**src/rtl/miner_pkg.sv**
```systemverilog
// Shared types and constants for the miner work loader.
package miner_pkg;

  localparam int unsigned HDR_BYTES    = 80;
  localparam int unsigned MSG_BITS     = 640;
  // Bytes 76..79 are the nonce; only bytes 0..75 are kept.
  localparam int unsigned SHADOW_BYTES = HDR_BYTES - 4;
  localparam int unsigned SHADOW_BITS  = SHADOW_BYTES * 8;
  localparam logic [7:0]  SHA_PAD_BYTE = 8'h80;

  typedef logic [511:0] block_t;
  typedef logic [255:0] hash_t;

  typedef enum logic [1:0] {
    RECV  = 2'd0,
    DROP  = 2'd1,
    WAIT  = 2'd2,
    START = 2'd3
  } loader_state_t;

endpackage

```
**src/rtl/nbits_to_target.sv**
```systemverilog
// Combinational expansion of the compact nBits field into a 256-bit target.
//   nbits    in   32   {exponent[7:0], sign, mantissa[22:0]}
//   target   out  256  expanded target
//   overflow out  1    exponent above 32; target saturates to all-ones
module nbits_to_target
  import miner_pkg::*;
(
  input  logic [31:0] nbits,
  output hash_t       target,
  output logic        overflow
);

  logic [7:0]   expo;
  logic [255:0] mant;
  logic [4:0]   rsh;
  logic [7:0]   lsh;

  assign expo = nbits[31:24];
  assign mant = 256'(nbits[22:0]);
  // Right shift in bytes for E<=3: (3-E) bytes.
  assign rsh  = {2'd3 - expo[1:0], 3'b000};
  // Left shift in bytes for 3<E<=32: (E-3) mod 32 gives 29 for E=32 as needed.
  assign lsh  = {expo[4:0] - 5'd3, 3'b000};

  always_comb begin
    target   = '0;
    overflow = 1'b0;
    if (nbits[23] || (nbits[22:0] == 23'd0)) begin
      target = '0;
    end else if (expo <= 8'd3) begin
      target = mant >> rsh;
    end else if (expo <= 8'd32) begin
      target = mant << lsh;
    end else begin
      target   = '1;
      overflow = 1'b1;
    end
  end

endmodule

```
**src/rtl/miner_work_loader.sv**
```systemverilog
// Collects an 80-byte block header from a byte stream, builds the two SHA-256
// message blocks and the target, and launches the miner once it is idle.
// The shadow register fills while a job runs; outputs only change on launch.
//   clk, rst_n      clock, async active-low reset
//   in_valid/in_data/in_last/in_ready   header byte stream
//   miner_busy      miner busy flag
//   miner_start     one-cycle launch pulse (job_loaded mirrors it)
//   block0          header bytes 0..63, byte 0 in the top byte
//   block1_tmpl     bytes 64..75, zero nonce, SHA padding, length 640
//   target          expanded nBits
//   hdr_err         one-cycle pulse on a malformed header or nBits overflow
module miner_work_loader
  import miner_pkg::*;
(
  input  logic         clk,
  input  logic         rst_n,
  input  logic         in_valid,
  input  logic [7:0]   in_data,
  input  logic         in_last,
  output logic         in_ready,
  input  logic         miner_busy,
  output logic         miner_start,
  output logic [511:0] block0,
  output logic [511:0] block1_tmpl,
  output logic [255:0] target,
  output logic         hdr_err,
  output logic         job_loaded
);

  localparam logic [6:0] LAST_IDX   = 7'(HDR_BYTES - 1);
  localparam logic [6:0] SHADOW_END = 7'(SHADOW_BYTES);

  loader_state_t          state_q, state_d;
  logic [6:0]             cnt_q, cnt_d;
  logic [SHADOW_BITS-1:0] hdr_q, hdr_d;
  logic                   in_ready_q, in_ready_d;
  logic                   start_q, start_d;
  logic                   job_q, job_d;
  logic                   err_q, err_d;
  block_t                 block0_q, block0_d;
  block_t                 block1_q, block1_d;
  hash_t                  target_q, target_d;

  logic        accept;
  logic [31:0] nbits_c;
  hash_t       target_c;
  logic        overflow_c;

  // Shadow is a shift register: byte 0 ends up in the top byte after 76 shifts.
  // nBits is little-endian at bytes 72..75, i.e. the low four shadow bytes.
  assign nbits_c = {hdr_q[7:0], hdr_q[15:8], hdr_q[23:16], hdr_q[31:24]};

  nbits_to_target u_nbits (
    .nbits    (nbits_c),
    .target   (target_c),
    .overflow (overflow_c)
  );

  assign accept = in_valid & in_ready_q;

  // Next-state, framing and launch logic.
  always_comb begin
    state_d  = state_q;
    cnt_d    = cnt_q;
    hdr_d    = hdr_q;
    start_d  = 1'b0;
    job_d    = 1'b0;
    err_d    = 1'b0;
    block0_d = block0_q;
    block1_d = block1_q;
    target_d = target_q;

    case (state_q)
      RECV: begin
        if (accept) begin
          if (cnt_q < SHADOW_END) begin
            hdr_d = {hdr_q[SHADOW_BITS-9:0], in_data};
          end
          if (in_last) begin
            cnt_d = 7'd0;
            if (cnt_q == LAST_IDX) begin
              state_d = WAIT;
            end else begin
              err_d = 1'b1;
            end
          end else if (cnt_q == LAST_IDX) begin
            err_d   = 1'b1;
            cnt_d   = 7'd0;
            state_d = DROP;
          end else begin
            cnt_d = cnt_q + 7'd1;
          end
        end
      end
      DROP: begin
        if (accept && in_last) begin
          state_d = RECV;
          cnt_d   = 7'd0;
        end
      end
      WAIT: begin
        // Outputs load on the same edge the start pulse rises.
        if (!miner_busy) begin
          state_d  = START;
          start_d  = 1'b1;
          job_d    = 1'b1;
          err_d    = overflow_c;
          block0_d = hdr_q[SHADOW_BITS-1:96];
          block1_d = {hdr_q[95:0], 32'h0, SHA_PAD_BYTE, 312'h0, 64'(MSG_BITS)};
          target_d = target_c;
        end
      end
      START: begin
        state_d = RECV;
      end
    endcase

    in_ready_d = (state_d == RECV) || (state_d == DROP);
  end

  // State and output registers.
  always_ff @(posedge clk or negedge rst_n) begin
    if (!rst_n) begin
      state_q    <= RECV;
      cnt_q      <= '0;
      hdr_q      <= '0;
      in_ready_q <= 1'b0;
      start_q    <= 1'b0;
      job_q      <= 1'b0;
      err_q      <= 1'b0;
      block0_q   <= '0;
      block1_q   <= '0;
      target_q   <= '0;
    end else begin
      state_q    <= state_d;
      cnt_q      <= cnt_d;
      hdr_q      <= hdr_d;
      in_ready_q <= in_ready_d;
      start_q    <= start_d;
      job_q      <= job_d;
      err_q      <= err_d;
      block0_q   <= block0_d;
      block1_q   <= block1_d;
      target_q   <= target_d;
    end
  end

  assign in_ready    = in_ready_q;
  assign miner_start = start_q;
  assign job_loaded  = job_q;
  assign hdr_err     = err_q;
  assign block0      = block0_q;
  assign block1_tmpl = block1_q;
  assign target      = target_q;

endmodule

```
**config.mk**
```make
export PLATFORM = sky130hd
export DESIGN_NAME = miner_work_loader
export DESIGN_NICKNAME = d
export VERILOG_FILES = /design/src/rtl/miner_pkg.sv /design/src/rtl/nbits_to_target.sv /design/src/rtl/miner_work_loader.sv
export SDC_FILE = /design/constraint.sdc
export NUM_CORES = 2
export LEC_CHECK = 0
export CORE_AREA = 4 4 510 512
export CTS_CLUSTER_DIAMETER = 100
export CTS_CLUSTER_SIZE = 24
export DETAILED_ROUTE_END_ITERATION = 10
export DIE_AREA = 0 0 514 516
export GPL_TIMING_DRIVEN = 0
export PLACE_DENSITY = 0.46
export SLEW_MARGIN = 5
export SYNTH_ARGS = -nofsm -noshare
export SYNTH_HDL_FRONTEND = slang
export SYNTH_HIERARCHICAL = 1
export SYNTH_SLANG_ARGS = --single-unit
export TNS_END_PERCENT = 10
```
**constraint.sdc**
```tcl
create_clock -name clk -period 4.49 [get_ports clk]
set_input_delay 0.898 -clock clk [delete_from_list [all_inputs] [get_ports clk]]
set_output_delay 0.898 -clock clk [all_outputs]
set_load 0.02 [all_outputs]
```
==> results by group <==
Outcome
  • Outcome: finished, violations left
  • Failing checks: negative setup slack

Power and ir drop
  • VDD IR max: a little over 300 µV
  • PD cells: 351 nW/µm²
  • LEAKAGE: slightly below 0.04 µW

Layout
  • Final instance area: between 80,000 and 90,000 µm²
  • Final core occ: 0.318
  • Share of cells above drive strength 1: 0.353
  • Area delta synth->final: 28.2%
  • Commonest non-fill, non-tap cells in the layout: 1,484 x dfrtp_1, 1,273 x mux2_2, 881 x clkdlybuf4s50_1
  • Fin nets: approximately 5,900
  • Commonest non-fill, non-tap cell in the layout: dfrtp_1

Placed design
  • Placed inst area: around 78,000 µm²
  • Number of port buffers: around 880
  • Post-DP HPWL: between 150 and 200 mm
  • Routability cong.: between 0.8 and 0.9

CTS
  • # clock sinks: 1,485
  • Post-CTS Hold Buffers: 0
  • Clk slew on worst S/H paths: 0.10 ns
  • Root Buffer: clkbuf_16
  • Largest buffer count on any clock path: 3
  • Clock latency on the worst-skew pair: around 0.78 ns
  • CTS buffer count: 84
  • CTS H-tree lvls: 3
  • CTS tree: built

Logic synthesis
  • Primary FF master, synth: dfrtp_1
  • Synth top area cells: dfrtp_1 59%, mux2_2 23%, buf_4 6.1%, mux2_1 3.6%, a21oi_1 1.4%
  • Ys async rst share: 1.00
  • Cell taking the most area after synthesis: dfrtp_1
  • Cell Area, Synth: roughly 63,000 µm²
  • Ys Warns: 6
  • Synthesized area per cell: roughly 14 µm²
  • Synth top area share: 0.586
  • Sequential share of the synthesized area: 0.586
  • Post-synthesis cell type count: 63
  • Post-synthesis cell count: between 4,000 and 5,000
  • Count of flip-flops with a built-in enable after synthesis: 0
  • Yosys reg bits: ~1,500

STA
  • Final Max Slew Viols: 0
  • Worst-margin pin slew: 1.16 ns
  • Final Hold Fails: 0
  • Max-slew headroom: 0.227
  • Final Critical Period: between 4 and 5 ns
  • Final worst slack: -0.134 ns
  • Setup violators final: 2
  • Max frequency: 216 MHz
  • Final clock skew: ~0.062 ns
  • RSZ-0062 raised after global routing: yes
  • Tcrit/Tclk final: 1.03

Route
  • Pre-Repair DR Iteration Count: 5
  • Vias per Instance: roughly 4.3
  • Drt wl/cell: between 20 and 30 µm
  • DR iter-0 viols: approximately 2,200
  • Aggregate routed wire length: between 200 and 250 mm
  • Antenna violation net count after detailed routing: 0
  • Vias: about 40,000
  • DRC errors left: 0

Setup path
  • Worst Setup Path Type: flip-flop to flip-flop
  • CP delay by family, top: buffers and inverters
  • Worst r2r src: hdr_q[0]
  • Crit. End Element: flip-flop
  • Reg2Reg Depth: 12
  • RR Endpoint: target[79]
  • WP buf/inv: 6
  • Slowest stage delay, CP: about 0.82 ns
  • Reg2Reg Setup Slack: -0.13 ns
  • Critical path, cell by cell: buf_2 > buf_2 > inv_1 > buf_2 > ha_1 > or4b_4 > a211o_1 > buf_6 > buf_1 > a21oi_1 > nor2_1 > mux2_2
  • Critical path startpoint category: flip-flop
  • Critical Path Fanout Max: 11
  • WP data required: a little over 5 ns
  • Most used cell, CP: buf_2
  • CP max stage cell: buf_1
  • CP arrival: between 5 and 6 ns

Die
  • Core Region: ~260,000 µm²
  • Initial Utilization: 0.248
  • Die H: between 500 and 600 µm
  • Die footprint: between 200,000 and 300,000 µm²
  • Num ports: roughly 1,300
  • Cell Rows: 186
  • Die X-Extent: approximately 500 µm

Hold path
  • HP Class: primary input to async pin

Global route
  • First-pass GRT wire length: around 330 mm
  • Grt ovf: 0
  • Total Routing Usage GR: 0.171
  • Largest net degree at the start of global routing: roughly 170
  • Initial antenna violation count: 3
  • Number of global-route vias before repair: 40,711

Run
  • Max Cap Viol: 0
[synth_stat cells (all sizes together) (3+ instances only)]
master / number
mux2: 1473
nor3b: 7
nor2b: 6
o31ai: 5
a221oi: 24
mux2i: 51
a21oi: 179
nand2: 40
inv: 12
nand2b: 6
o21bai: 13
nor3: 105
clkbuf: 71
or2: 4
o22ai: 47
or3: 4
ha: 3
nand4: 3
a211o: 3
a31oi: 4
and3: 12
o2bb2ai: 14
a211oi: 36
dfrtp: 1485
nand3: 16
xor2: 3
and2: 5
nand3b: 8
nor2: 79
nor4: 7
buf: 635
o21ai: 89
xnor2: 3
[power breakdown]
group          leakage (µW)  total (µW)  switching, µW  internal (µW)
registers            0.0203       15300           1040          14300
logic                0.0175        4060           2490           1570
clock network       0.00137        9160           5140           4020
[cell type report]
cell class	count	area [µm²]
Clock buffer	93	2200
Antenna cell	4	10.0
Sequential cell	1485	37200
Clock inverter	37	641
Inverter	13	48.8
Fill cell	25641	174000
Timing Repair Buffer	894	9140
Multi-Input combinational cell	2677	23000
Tap cell	3384	4230
Buffer	705	4890
[worst max-delay path by stage]
stage	startpoint	to	slack, ns	cells past startpoint
finish	hdr_q[0]	target[79]	-0.13	12
global route	hdr_q[0]	target[63]	-0.14	12
CTS	hdr_q[0]	target[79]	-0.03	12
detailed placement	hdr_q[0]	target[61]	-0.50	12
global placement	rst_n	block0[65]	-68.37	1
floorplan	hdr_q[0]	target[214]	1.35	13
[per-stage QoR]
step | power (µW) | hold slack, ns | setup WS (ns) | cells | TNS, ns
floorplan | 17600 | 0.469 | 1.35 | 4881 | 0
global placement | 19500 | 0.490 | -68.37 | 9147 | -
finish | 28500 | 0.0470 | -0.134 | 9292 | -0.254
detailed placement | 19600 | 0.494 | -0.497 | 9159 | -32.93
CTS | 28900 | 0.0362 | -0.0322 | 9289 | -0.0425
global route | 29800 | 0.0418 | -0.143 | 9289 | -0.470
[registers in the layout, summed over array words and instances, names as in the netlist, named ones only]
register     cells
job_loaded       1
hdr_q          608
block1_tmpl     97
target         256
block0         512
cnt_q            7
state_q          1
hdr_err          1
in_ready         1
[per-layer routing]
metal / vias up / wire, µm / part of all wire / track usage
met5: - / 0 / 0 / 0
li1: 17765 / - / - / -
met3: 198 / 18700 / 0.079 / 0.0572
met4: 0 / 5630 / 0.024 / 0.0403
met1: 20817 / 96000 / 0.41 / 0.209
met2: 1158 / 116000 / 0.49 / 0.291
[worst reg2reg max path: stages (launching register included)]
cell and delay, ns:
dfrtp_2 0.61, buf_2 0.36, buf_2 0.30, inv_1 0.18, buf_2 0.25, ha_1 0.27, or4b_4 0.23, a211o_1 0.34
buf_6 0.27, buf_1 0.83, a21oi_1 0.09, nor2_1 0.57, mux2_2 0.28
[what timing repair did]
| action | 4_1_cts | 5_1_grt |
|---|---|---|
| buffers inserted | 0 | 0 |
| gates cloned | 0 | 0 |
| resized for setup | 18 | 10 |
| pin swaps | 0 | 1 |
| endpoints found under the setup margin | 175 | 34 |
[kinds of logic after synthesis]
kind of cell	after synthesis	synth area share
AOI/OAI and AO/OA	422	0.0405
other	1	0.0000591
buffers and inverters	719	0.0779
and+or+nand+nor	309	0.0244
muxes	1524	0.270
adders and majority gates	3	0.000592
DFF	1485	0.586
xor gates and xnor gates	6	0.000947
(Power assumes the default switching activity.)
